<file path="src/rtl/imgproc_frame_ctrl.sv">
// rtl/imgproc_frame_ctrl.sv - frame sequencer: sof/eof tracking, switch debounce, prime gating, drain flush
// Optional FRAME_STATS_EN adds per-frame pixel count and sticky truncated-frame flag.
module imgproc_frame_ctrl #(
    parameter int IMG_W        = 640,
    parameter int IMG_H        = 480,
    parameter int PRIME_ROWS   = 2,
    parameter int FLUSH_CYCLES = 4,
    parameter int DB_CYCLES    = 16,
    parameter int CNT_W        = 8
) (
    input  logic             iCLK,
    input  logic             iRST,
    input  logic             iDVAL,
    input  logic [15:0]      iX_Cont,
    input  logic [15:0]      iY_Cont,
    input  logic             iSW,
    output logic             oMODE,
    output logic             oOUT_EN,
    output logic             oFRAME_START,
    output logic             oFRAME_DONE,
    output logic [CNT_W-1:0] oFRAME_CNT,
    output logic             oBUSY
`ifdef FRAME_STATS_EN
    ,
    output logic [31:0]      oPIX_CNT,
    output logic             oERR_SHORT
`endif
);

    localparam int FW  = (FLUSH_CYCLES > 1) ? $clog2(FLUSH_CYCLES) : 1;
    localparam int DBW = $clog2(DB_CYCLES);

    typedef enum logic [1:0] {S_IDLE, S_PRIME, S_ACTIVE, S_FLUSH} state_t;

    state_t           state_q, state_d;
    logic [FW-1:0]    flush_cnt_q, flush_cnt_d;
    logic             mode_q, mode_d;
    logic             start_q, start_d;
    logic             done_q, done_d;
    logic [CNT_W-1:0] frame_cnt_q, frame_cnt_d;
    logic             sw_meta_q, sw_sync_q, sw_db_q;
    logic [DBW-1:0]   db_cnt_q;
    logic             sof, eof, accept_sof, truncated;

    assign sof = iDVAL && (iX_Cont == 16'd0) && (iY_Cont == 16'd0);
    assign eof = iDVAL && (iX_Cont == 16'(IMG_W - 1)) && (iY_Cont == 16'(IMG_H - 1));

    // Switch must disagree with the debounced value for DB_CYCLES samples in a row.
    always_ff @(posedge iCLK) begin
        if (iRST) begin
            sw_meta_q <= 1'b0;
            sw_sync_q <= 1'b0;
            sw_db_q   <= 1'b0;
            db_cnt_q  <= '0;
        end else begin
            sw_meta_q <= iSW;
            sw_sync_q <= sw_meta_q;
            if (sw_sync_q != sw_db_q) begin
                if (db_cnt_q == DBW'(DB_CYCLES - 1)) begin
                    sw_db_q  <= sw_sync_q;
                    db_cnt_q <= '0;
                end else begin
                    db_cnt_q <= db_cnt_q + 1'b1;
                end
            end else begin
                db_cnt_q <= '0;
            end
        end
    end

    always_ff @(posedge iCLK) begin
        if (iRST) begin
            state_q     <= S_IDLE;
            flush_cnt_q <= '0;
            mode_q      <= 1'b0;
            start_q     <= 1'b0;
            done_q      <= 1'b0;
            frame_cnt_q <= '0;
        end else begin
            state_q     <= state_d;
            flush_cnt_q <= flush_cnt_d;
            mode_q      <= mode_d;
            start_q     <= start_d;
            done_q      <= done_d;
            frame_cnt_q <= frame_cnt_d;
        end
    end

    always_comb begin
        state_d     = state_q;
        flush_cnt_d = flush_cnt_q;
        mode_d      = mode_q;
        start_d     = 1'b0;
        done_d      = 1'b0;
        frame_cnt_d = frame_cnt_q;
        accept_sof  = 1'b0;
        truncated   = 1'b0;
        case (state_q)
            S_IDLE: begin
                if (sof) accept_sof = 1'b1;
            end
            S_PRIME: begin
                if (sof) begin
                    accept_sof = 1'b1;
                    truncated  = 1'b1;
                end else if (eof) begin
                    state_d     = S_FLUSH;
                    flush_cnt_d = FW'(FLUSH_CYCLES - 1);
                end else if (iDVAL && (iY_Cont >= 16'(PRIME_ROWS))) begin
                    state_d = S_ACTIVE;
                end
            end
            S_ACTIVE: begin
                if (sof) begin
                    accept_sof = 1'b1;
                    truncated  = 1'b1;
                end else if (eof) begin
                    state_d     = S_FLUSH;
                    flush_cnt_d = FW'(FLUSH_CYCLES - 1);
                end
            end
            S_FLUSH: begin
                // A new frame arriving mid-drain still completes the old one.
                if (sof || (flush_cnt_q == '0)) begin
                    done_d      = 1'b1;
                    frame_cnt_d = frame_cnt_q + 1'b1;
                    state_d     = S_IDLE;
                    accept_sof  = sof;
                end else begin
                    flush_cnt_d = flush_cnt_q - 1'b1;
                end
            end
            default: state_d = S_IDLE;
        endcase
        if (accept_sof) begin
            state_d = S_PRIME;
            start_d = 1'b1;
            mode_d  = sw_db_q;
        end
    end

    assign oMODE        = mode_q;
    assign oOUT_EN      = (state_q == S_ACTIVE) || (state_q == S_FLUSH);
    assign oFRAME_START = start_q;
    assign oFRAME_DONE  = done_q;
    assign oFRAME_CNT   = frame_cnt_q;
    assign oBUSY        = (state_q != S_IDLE);

`ifdef FRAME_STATS_EN
    logic [31:0] pix_cnt_q;
    logic        err_short_q;

    always_ff @(posedge iCLK) begin
        if (iRST) begin
            pix_cnt_q   <= '0;
            err_short_q <= 1'b0;
        end else begin
            if (sof) begin
                pix_cnt_q <= 32'd1;
            end else if (iDVAL && (state_q != S_IDLE)) begin
                pix_cnt_q <= pix_cnt_q + 32'd1;
            end
            if (truncated) err_short_q <= 1'b1;
        end
    end

    assign oPIX_CNT   = pix_cnt_q;
    assign oERR_SHORT = err_short_q;
`endif

endmodule

</file>
<file path="config.mk">
export PLATFORM = sky130hd
export DESIGN_NAME = imgproc_frame_ctrl
export DESIGN_NICKNAME = d
export VERILOG_FILES = /design/src/rtl/imgproc_frame_ctrl.sv
export SDC_FILE = /design/constraint.sdc
export NUM_CORES = 1
export LEC_CHECK = 0
export CORE_ASPECT_RATIO = 1.25
export CORE_MARGIN = 5
export CORE_UTILIZATION = 46
export CTS_BUF_LIST = sky130_fd_sc_hd__clkbuf_16
export DETAILED_ROUTE_END_ITERATION = 12
export PLACE_DENSITY_LB_ADDON = 0.08
export SLEW_MARGIN = 10
export SYNTH_ARGS = -nofsm -noshare
export SYNTH_HDL_FRONTEND = slang
export SYNTH_SLANG_ARGS = --single-unit
</file>
<file path="constraint.sdc">
create_clock -name iCLK -period 5.7 [get_ports iCLK]
set_clock_uncertainty 0.05 [all_clocks]
set_input_delay 0.57 -clock iCLK [delete_from_list [all_inputs] [get_ports iCLK]]
set_output_delay 0.57 -clock iCLK [all_outputs]
set_load 0.005 [all_outputs]
</file>
==> results of run 1 <==
## synthesized netlist by cell type, types with 2 or more instances
cell type	count
nor2b_1	3
nor3_1	7
nor2_1	20
clkbuf_1	2
inv_1	9
a211oi_1	2
xnor2_1	2
mux2i_1	3
and3_1	4
dfxtp_1	22
nand2_1	6
ha_1	8
nand3_1	4
nand2b_1	2
a21oi_1	4
xor2_1	8
nor4_1	3
nor4_4	2
nand4_1	8
## cells by family (layout without fill, tap and decap cells)
logic type / count (synthesis) / in the layout / share of synthesized area [%]
mux: 4 / 4 / 3.42
fa+ha+maj: 8 / 8 / 8.28
xor+xnor: 10 / 10 / 7.25
compound gates: 12 / 12 / 8.59
simple gates: 66 / 66 / 32.6
flops: 22 / 22 / 36.4
buf+inv: 11 / 61 / 3.42
## critical path, delay by kind of cell
family          cells  cell delay [ns]
compound gates      1             0.64
xor+xnor            1             0.17
buf+inv             1             0.43
simple gates        4             0.82
## routing by layer
layer	wire length (µm)	global-route usage, %	part of all wire, %
met5	0	0	0
met2	1480	30.2	48
met1	1330	19.2	43
met3	190	4.21	6.2
met4	60	7.12	2.0
## sequential cells by signal, indices dropped and copies added (netlist names)
signal,count
db_cnt_q,4
flush_cnt_q,2
oFRAME_CNT,8
oFRAME_DONE,1
oFRAME_START,1
oMODE,1
state_q,2
sw_db_q,1
sw_meta_q,1
sw_sync_q,1
## layout make-up
class,instances,share of cell area [%]
Timing Repair Buffer,48,26.3
Clock buffer,3,4.11
Inverter,9,1.85
Multi-Input combinational cell,100,39.8
Sequential cell,22,24.1
Tap cell,33,2.26
Clock inverter,1,1.64
## worst paths after layout
check                                        startpoint                    endpoint  slack, ns  cells after the start
worst max-delay path                         iY_Cont[7]  oFRAME_CNT[5]$_SDFFE_PP0N_       3.13                      7
worst min-delay path               sw_meta_q$_SDFF_PP0_        sw_sync_q$_SDFF_PP0_       0.39                      1
worst max register to register  state_q[0]$_SDFFE_PP0P_  oFRAME_CNT[5]$_SDFFE_PP0N_       3.64                      6
worst min register to register     sw_meta_q$_SDFF_PP0_        sw_sync_q$_SDFF_PP0_       0.39                      1
## through the flow
step / total power, mW / hold WS [ns] / instances / cell area [µm²]
2_1_floorplan: 0.284 / 0.364 / 133 / 1210
3_3_place_gp: 0.345 / 0.378 / 212 / 1720
3_5_place_dp: 0.356 / 0.378 / 212 / 1720
4_1_cts: 0.549 / 0.400 / 216 / 1830
5_1_grt: 0.578 / 0.423 / 216 / 1830
6_report: 0.546 / 0.391 / 216 / 1830
## power breakdown
group | internal, mW | leakage, nW | switching (mW)
combinational | 0.0903 | 0.502 | 0.0824
sequential | 0.168 | 0.179 | 0.0128
clock | 0.139 | 0.0511 | 0.0527
total | 0.398 | 0.732 | 0.148
==> summary.txt, run 1 <==
Run status
  • Outcome: complete, no violations

Final layout
  • # fillers: around 180
  • Synth-to-Final Area Change: 51.2%
  • Most common cell after layout, fill and taps aside: clkdlybuf4s50_1
  • Area of the multi-input gates: 727 µm²
  • Layout Nets: approximately 230
  • # diodes: 0
  • Share of cells above drive strength 1: 7.65%
  • Reg area: 440 µm²
  • Finished Core Util: 73.8%
  • Most frequent cells in the layout: clkdlybuf4s50_1, dfxtp_1, nor2_1, inv_1

Synthesis
  • Synth cell types: 33
  • Syn nets: 177
  • Syn avg cell area: 9.09 µm²
  • Yosys reg bits: 22
  • Ys flop type: dfxtp_1
  • Netlist Area Pre-Place: 1210 µm²
  • Yosys top cell by area: dfxtp_1
  • Post-synthesis sequential area ratio: between 30 and 40%
  • Area contributors post-synth: dfxtp_1, ha_1, nor2_1, xor2_1, nand4_1
  • Yosys top cell area share: 36.4%
  • Post-synth EDFFs: 0
  • Fraction of registers with async set/reset: 0%
  • Post-Syn Instances: between 100 and 150
  • Warnings from Yosys: 0

Global routing
  • Initial antenna violation count: 0
  • GRT Overall Usage: 16.8%
  • Total grt overflow: 0
  • Largest net degree at the start of global routing: 21
  • First-pass GRT wire length: 5.12 mm
  • Vias in the first global route: about 1200

Worst setup path
  • CP max FO: 9
  • Critical path data required time: 5.76 ns
  • Slowest-stage cell, CP: o41ai_4
  • CP Class: in2reg
  • Worst Setup Start Kind: input port
  • Crit path cell chain: clkdlybuf4s50_1 -> nor4_1 -> nand4_2 -> o41ai_4 -> nand4_1 -> xor2_1 -> nor2_1
  • CP endpoint kind: flip-flop
  • WP data arrival: ~2.6 ns
  • Max incr delay on CP: 0.64 ns

Floorplanning
  • Die area: 3760 µm²
  • DIE WIDTH: 55.8 µm
  • Initial core utilization: 48.8%
  • Top Ports: 49
  • Row count: 20
  • Die Y: between 60 and 70 µm
  • CORE AREA: 2480 µm²

Clocking
  • Max Root-Sink Buffers: 2
  • CTS H-tree lvls: 1
  • CTS tree: done
  • # Post-CTS Setup Buffers: 0
  • CTS root buf: clkbuf_16
  • Sink Count: 22
  • # resized after CTS: 0
  • Worst-Skew Late Latency: 0.25 ns
  • Clock transition at path regs: approximately 0.06 ns
  • # hold bufs at CTS: 0
  • Total CTS buffers: 3

Placed design
  • Placer Congestion: roughly 0.85
  • Worst slack, placed: 2.85 ns
  • Detailed-placement wirelength estimate: 2.47 mm
  • Number of port buffers: 48

Timing
  • Tmin final: 2.57 ns
  • Relative slew slack: between 50% and 60%
  • Final period util: 45.1%
  • Final Hold Fails: 0
  • RSZ-0062 raised after global routing: no
  • Max Fclk: slightly below 400 MHz
  • Setup TNS: 0 ns
  • Worst Slack Setup Final: 3.13 ns
  • # setup viols final: 0
  • Max-slew violation count: 0
  • Slew at the pin with the worst max-slew slack: 0.688 ns

Detailed routing
  • Via density per instance: 5.31
  • Antenna Nets Post-Route: 0
  • Vias: 1148
  • Routed Wire Length: 3.06 mm
  • DRC: 0
  • Starting DRT DRC Count: 32
  • DR pass1 iterations: 2
  • Routed len/inst: 14.2 µm

Job
  • MaxCap Viol Count: 0

Worst hold path
  • Hold Path Class: reg2reg

Pwr
  • Pwr Density: ~300 nW/µm²
  • Peak supply drop: 0.272 mV
  • Static Leak: 0.732 nW
No activity file was read; power rests on OpenSTA's default activity.
==> run 2, diff against run 1 <==
--- a/config.mk
+++ b/config.mk
@@ -7,7 +7,7 @@
 export LEC_CHECK = 0
 export CORE_ASPECT_RATIO = 1.25
 export CORE_MARGIN = 5
-export CORE_UTILIZATION = 46
+export CORE_UTILIZATION = 38
 export CTS_BUF_LIST = sky130_fd_sc_hd__clkbuf_16
 export DETAILED_ROUTE_END_ITERATION = 12
 export PLACE_DENSITY_LB_ADDON = 0.08
==> constraint.sdc (replaced) <==
create_clock -name iCLK -period 2.15 [get_ports iCLK]
set_clock_uncertainty 0.05 [all_clocks]
set_input_delay 0.215 -clock iCLK [delete_from_list [all_inputs] [get_ports iCLK]]
set_output_delay 0.215 -clock iCLK [all_outputs]
set_load 0.005 [all_outputs]
==> run 2 against run 1 <==
Compared with the run above:
- die area grew 17%
- combinational power rose to 3.2 times the previous value
- setup slack got worse by 3.1 ns
- final cell count grew 6.9%
- worst hold slack lost 0.0012 ns
- critical endpoint is now flush_cnt_q[1]$_SDFFE_PP0P_
- largest power group is now combinational cells
==> summary.txt, run 2 (synthesis gave the netlist of run 1 again) <==
Worst hold path
  • Hold Path Origin: sw_meta_q$_SDFF_PP0_ (unchanged)
  • Worst Hold End: sw_sync_q$_SDFF_PP0_ (unchanged)
  • Hold Path Class: reg2reg (unchanged)
  • Worst hold path cell count: 1 (unchanged)

Timing
  • Max Fclk: 471 MHz
  • Slew at the pin with the worst max-slew slack: 0.337 ns (was 0.688 ns)
  • Final period util: between 90% and 100%
  • Max-slew violation count: 0 (unchanged)
  • Tmin final: 2.13 ns
  • Relative slew slack: 77.3% (was 54.0%)
  • # setup viols final: 0 (unchanged)
  • Worst Slack Setup Final: 0.0247 ns (was 3.13 ns)
  • Final Hold Fails: 0 (unchanged)

Pwr
  • Pwr Density: 721 nW/µm² (was 299 nW/µm²)
  • Peak supply drop: 0.578 mV (was 0.272 mV)
  • Total Power: 1.41 mW (was 0.546 mW)
  • Static Leak: 0.857 nW (was 0.732 nW)

Placed design
  • Placed instance count: 226 (was 212)
  • Detailed-placement wirelength estimate: 2.55 mm (was 2.47 mm)
  • Placed Area: 1800 µm² (was 1720 µm²)
  • Placer Congestion: 0.769 (was 0.852)
  • Number of port buffers: 48 (unchanged)
  • Worst slack, placed: -0.289 ns (was 2.85 ns)

Floorplanning
  • Die area: 4420 µm² (was 3760 µm²)
  • Top Ports: 49 (unchanged)
  • CORE AREA: 3140 µm² (was 2480 µm²)
  • Row count: 23 (was 20)
  • Die Y: 73.1 µm (was 67.3 µm)
  • DIE WIDTH: 60.4 µm (was 55.8 µm)
  • Initial core utilization: 38.5% (was 48.8%)

Clocking
  • Max Root-Sink Buffers: 2 (unchanged)
  • # hold bufs at CTS: 0 (unchanged)
  • Clock transition at path regs: 0.05 ns (was 0.06 ns)
  • CTS H-tree lvls: 1 (unchanged)
  • Sink Count: 22 (unchanged)
  • CTS tree: done (unchanged)
  • Worst-Skew Late Latency: 0.25 ns (about the same)
  • Total CTS buffers: 3 (unchanged)
  • CTS root buf: clkbuf_16 (unchanged)

Final layout
  • Synth-to-Final Area Change: 61.5% (was 51.2%)
  • Most frequent cells in the layout: clkdlybuf4s50_1, dfxtp_1, nor2_1, buf_4, inv_1 (was clkdlybuf4s50_1, dfxtp_1, nor2_1, inv_1)
  • Final instance area: 1950 µm² (was 1830 µm²)
  • Most common cell after layout, fill and taps aside: clkdlybuf4s50_1 (unchanged)
  • Area of the multi-input gates: 771 µm² (was 727 µm²)
  • # fillers: 272 (was 176)
  • Reg area: 440 µm² (unchanged)
  • # diodes: 0 (unchanged)
  • Share of cells above drive strength 1: 14.9% (was 7.65%)
  • Non-Filler Instances: 231 (was 216)
  • Layout Nets: 240 (was 228)
  • Max reg flops: 8 (unchanged)

Global routing
  • Largest net degree at the start of global routing: 12 (was 21)
  • Total grt overflow: 0 (unchanged)
  • GRT Overall Usage: 14.5% (was 16.8%)
  • Initial antenna violation count: 0 (unchanged)
  • Vias in the first global route: 1279 (was 1193)
  • First-pass GRT wire length: 5.00 mm (was 5.12 mm)

Detailed routing
  • Starting DRT DRC Count: 32 (unchanged)
  • DRC: 0 (unchanged)
  • Routed Wire Length: 3.22 mm (was 3.06 mm)
  • DR pass1 iterations: 4 (was 2)
  • Max layer used: met4 (unchanged)
  • Routed wl met3: 184 µm (was 190 µm)
  • Via density per instance: 5.10 (was 5.31)
  • Met2 WL: 1.79 mm (was 1.48 mm)
  • WL met1: 1.17 mm (was 1.33 mm)
  • Antenna Nets Post-Route: 0 (unchanged)
  • Routed len/inst: 13.9 µm (was 14.2 µm)
  • Vias: 1178 (was 1148)

Worst setup path
  • CP delay by family, top: simple AND/OR/NAND/NOR gates (unchanged)
  • CP Class: in2reg (unchanged)
  • Slowest-stage cell, CP: clkdlybuf4s50_1 (was o41ai_4)
  • CP max FO: 4 (was 9)
  • CP endpoint kind: flip-flop (unchanged)
  • Worst R2R Start: state_q[0]$_SDFFE_PP0P_ (unchanged)
  • WP data arrival: 2.19 ns (was 2.64 ns)
  • Reg-to-reg slack, setup: 0.25 ns (was 3.64 ns)
  • Worst Setup Start Kind: input port (unchanged)
  • WP buf/inv: 2 (was 1)
  • Max incr delay on CP: 0.51 ns (was 0.64 ns)
  • Crit path cell chain: clkdlybuf4s50_1 -> nand4_1 -> nor4_2 -> or3b_4 -> a211oi_4 -> buf_4 -> a311oi_2 (was clkdlybuf4s50_1 -> nor4_1 -> nand4_2 -> o41ai_4 -> nand4_1 -> xor2_1 -> nor2_1)
  • Critical path data required time: 2.22 ns (was 5.76 ns)
  • Cells on worst reg2reg path: 7 (was 6)
  • FF-to-FF End: oFRAME_CNT[7]$_SDFFE_PP0N_ (was oFRAME_CNT[5]$_SDFFE_PP0N_)

Job
  • MaxCap Viol Count: 0 (unchanged)

Run status
  • Outcome: complete, no violations (unchanged)
-- run 2: cell types whose count changed in the layout (fill, tap and decap cells not counted), moves of 2 or more --
cell             change
buf_4               +12
nor4_1               -2
nor4_2               +2
clkdlybuf4s50_1      -6
dlymetal6s2s_1       +6
-- run 2: area by class of cell --
cell class	instances	share of cell area, %
multi-input cells	100	39.5
repair buffers	60	30.0
inverters	9	1.73
flip-flops and latches	22	22.6
well taps	37	2.37
clock buffers	3	3.85
-- run 2: worst reg2reg max path: cells and delay by family (launching register included) --
family	cells	cell delay [ns]
XOR/XNOR	1	0.16
AO/OA/AOI/OAI	1	0.36
flip-flops	1	0.40
adder cells (fa/ha/maj)	1	0.28
AND/OR/NAND/NOR	2	0.18
buffers and inverters	2	0.37
-- run 2: metrics by stage --
stage          setup TNS [ns]  hold WS [ns]  utilization (%)
2_1_floorplan               0         0.293                -
3_3_place_gp            -1.65         0.369             57.5
3_5_place_dp            -1.69         0.381             57.5
4_1_cts                     0         0.394             60.3
5_1_grt               -0.0338         0.408             62.2
6_report                    0         0.390             62.2
-- run 2: worst max path at each step --
stage,from,endpoint,slack [ns],cells past startpoint
6_report,iY_Cont[8],flush_cnt_q[1]$_SDFFE_PP0P_,0.02,7
5_1_grt,iY_Cont[8],flush_cnt_q[1]$_SDFFE_PP0P_,-0.03,7
4_1_cts,iY_Cont[2],flush_cnt_q[1]$_SDFFE_PP0P_,0.008,7
3_5_place_dp,iY_Cont[3],flush_cnt_q[1]$_SDFFE_PP0P_,-0.29,7
3_3_place_gp,iY_Cont[1],oFRAME_CNT[7]$_SDFFE_PP0N_,-0.18,8
2_1_floorplan,iX_Cont[10],flush_cnt_q[1]$_SDFFE_PP0P_,0.34,6
-- run 2: per-layer routing --
metal / vias up / global-route usage (%)
met3: 8 / 2.48
met4: 0 / 7.47
met2: 37 / 28.0
met1: 541 / 14.2
met5: - / 0
li1: 592 / -
-- run 2: power by group --
| group | switching (mW) | total (mW) | leakage [nW] | internal (mW) |
|---|---|---|---|---|
| sequential | 0.0334 | 0.480 | 0.179 | 0.446 |
| clock | 0.127 | 0.372 | 0.0370 | 0.245 |
| combinational | 0.260 | 0.556 | 0.641 | 0.296 |
-- run 2: what timing repair did --
action,CTS,global route
buffers inserted,0,2
setup endpoints to repair,1,7
pin swaps,0,10
resized for setup,2,11
==> edit, RTL diff (settings of run 2) <==
The parameter `DB_CYCLES` goes from 16 to 8.
--- a/src/rtl/imgproc_frame_ctrl.sv
+++ b/src/rtl/imgproc_frame_ctrl.sv
@@ -7,3 +7,3 @@
     parameter int FLUSH_CYCLES = 4,
-    parameter int DB_CYCLES    = 16,
+    parameter int DB_CYCLES    = 8,
     parameter int CNT_W        = 8
Behaviour: no difference found for any inputs over 10 cycles, from zero or initial values and one cycle with iRST high; that may be too few to reach the edited logic, so the function may still have changed.
==> edit against run 2 <==
- routed wire length decreased by 3.4%
- clock power rose by 4%
- setup slack better by 0.054 ns
- synthesized cell count decreased by 6.0%
- hold slack improved by 0.0046 ns
- sequential cell count is 1 lower
- total power down 1.7%
- core utilization increased by 1.0 points
- cell count is 4.3% lower
- synthesized area is 4.5% lower
- design area fell by 4.6%
- combinational power decreased by 3.8%
==> edit: results (changes against run 2) <==
Number of CTS-inserted buffers: 3 (unchanged). The wire length of the first global-routing pass was 4.82 mm (-3.6%); the maximum clock path buffer count was 2 (unchanged). The logs give 231 (-3.8%) for the final layout net count and 0 (unchanged) for the count of inserted antenna diode cells.

The number of flip-flops in the largest register was 8 (unchanged). The largest fanout of any net on the critical path came out at 4 (unchanged). The logs give 16 (+4) for the maximum number of pins on one net before global-route repair and 2.47 mm (-3.1%) for the estimated wirelength of the detail-placed design.

The tools report the library cell used as clock root buffer as sky130_fd_sc_hd__clkbuf_16. The tools report the number of different library cells in the post-synthesis netlist as 35 (+6.1%). After synthesis, the cell types taking the most area are sky130_fd_sc_hd__dfxtp_1 (36%), sky130_fd_sc_hd__ha_1 (9.8%), sky130_fd_sc_hd__nor2_1 (5.2%), sky130_fd_sc_hd__xor2_1 (4.6%), sky130_fd_sc_hd__nand4_1 (4.3%). The register area share after synthesis came out at 36.4% (about the same).

After synthesis, the most frequently instantiated cells are sky130_fd_sc_hd__dfxtp_1 (21), sky130_fd_sc_hd__nor2_1 (16), sky130_fd_sc_hd__ha_1 (9). The delay of the slowest critical-path stage was 0.46 ns (-0.05 ns); the clock-pin slew of the registers on the worst-case setup and hold paths was 0.06 ns. The cell family contributing the most delay on the critical path is simple AND/OR/NAND/NOR gates. DRC violation total after the first TritonRoute iteration: 33 (+3.1%).

The routability congestion estimate was 0.841 (+9.4%); the async set or reset register ratio after synthesis was 0% (unchanged). The share of layout cells above drive strength 1 came out at 14.6% (-0.35 points). The tools report the arrival time at the worst endpoint as 2.16 ns (-0.03 ns).

The tightest min-delay check is of the register to register type. The logs give 0.752 nW (-12%) for the standby leakage power and 76.2% (-1.1 points) for the tightest slew margin relative to the limit. The tools report the maximum level of the CTS H-tree as 1 (unchanged). The number of antenna violations at the first check in global routing was 0 (unchanged). The library cell contributing the largest single delay on the critical path was sky130_fd_sc_hd__clkdlybuf4s50_1. The average via count per standard cell works out to 5.19 (+1.9%). Total placed instance area: 0.00173 mm² (-3.9%).

The run finished with clean final reports. The final-layout fill cell count was 256 (-5.9%). The number of nets produced by synthesis is 170 (-4.0%), and the pre-CTS setup slack is -0.268 ns (+0.0205 ns). The run gives 0.000512 V (-11%) as the maximum resistive drop on vdd. The average detailed-routed wire length per instance was 14.1 µm (+0.98%). The logs give 0.25 ns (about the same) for the clock network latency to the later pin of the worst-skew pair and 0 (unchanged) for the count of yosys warnings during synthesis. For the number of optimization iterations in the first detailed-route pass, the log shows 2 (-2). The count of input and output buffers was 48 (unchanged); the total routing resource utilization after global routing was 14.1% (-0.44 points). The number of global-route vias before repair is 1185 (-7.3%).

The post-route cell area came out at 0.00186 mm² (-4.6%).
-- edit: kinds of logic (layout without fill, tap and decap cells) --
group | count (synthesis) | count (layout) | share of synthesized area [%]
simple gates | 61 | 61 | 32.0
flops | 21 | 21 | 36.4
compound gates | 12 | 12 | 8.99
buf+inv | 10 | 70 | 3.25
fa+ha+maj | 9 | 9 | 9.75
xor+xnor | 8 | 8 | 6.07
mux | 4 | 4 | 3.58
-- edit: worst register-to-register path, cell delays in order (launching register included) --
cell and delay [ns]:
sky130_fd_sc_hd__dfxtp_1 0.40, sky130_fd_sc_hd__ha_1 0.26, sky130_fd_sc_hd__inv_1 0.15, sky130_fd_sc_hd__o41ai_4 0.40
sky130_fd_sc_hd__buf_6 0.18, sky130_fd_sc_hd__nand4_1 0.13, sky130_fd_sc_hd__xor2_1 0.16, sky130_fd_sc_hd__nor2_1 0.05
-- edit: path summary, 6_finish.rpt --
path                                   from             to  slack, ns  cells after the start
worst min-delay path            db_cnt_q[0]    db_cnt_q[0]       0.39                      1
worst max-delay path             iY_Cont[1]     state_q[1]       0.08                      7
worst max register to register   state_q[0]  oFRAME_CNT[3]       0.26                      7
worst min register to register  db_cnt_q[0]    db_cnt_q[0]       0.39                      1
-- edit: metal layers --
| metal | GRT usage (%) | routed length [µm] | vias up |
|---|---|---|---|
| li1 | - | - | 574 |
| met1 | 13.6 | 1110 | 516 |
| met2 | 25.6 | 1520 | 49 |
| met3 | 5.59 | 404 | 9 |
| met4 | 6.05 | 72 | 0 |
| met5 | 0 | 0 | - |
-- edit: where the power goes --
group / switching (mW) / leakage [nW] / internal, mW
clock network: 0.139 / 0.0409 / 0.250
logic: 0.243 / 0.541 / 0.292
registers: 0.0333 / 0.170 / 0.427
-- edit: cell type report --
| class | instances | share of cell area, % |
|---|---|---|
| Inverter | 8 | 1.61 |
| Timing Repair Buffer | 58 | 30.0 |
| Clock inverter | 1 | 0.269 |
| Clock buffer | 3 | 4.03 |
| Tap cell | 36 | 2.42 |
| Sequential cell | 21 | 22.6 |
| Multi-Input combinational cell | 94 | 39.1 |
-- edit: repair_timing --
item                       in CTS  in global routing
buffers inserted                0                  2
resized for setup               0                  6
hold buffers                    0                  0
setup endpoints to repair       0                 10
-- edit: per-stage QoR --
stage,cells,power [mW]
global route,221,1.48
finish,221,1.38
global placement,215,0.923
floorplan,125,0.734
detailed placement,215,0.946
CTS,219,1.34
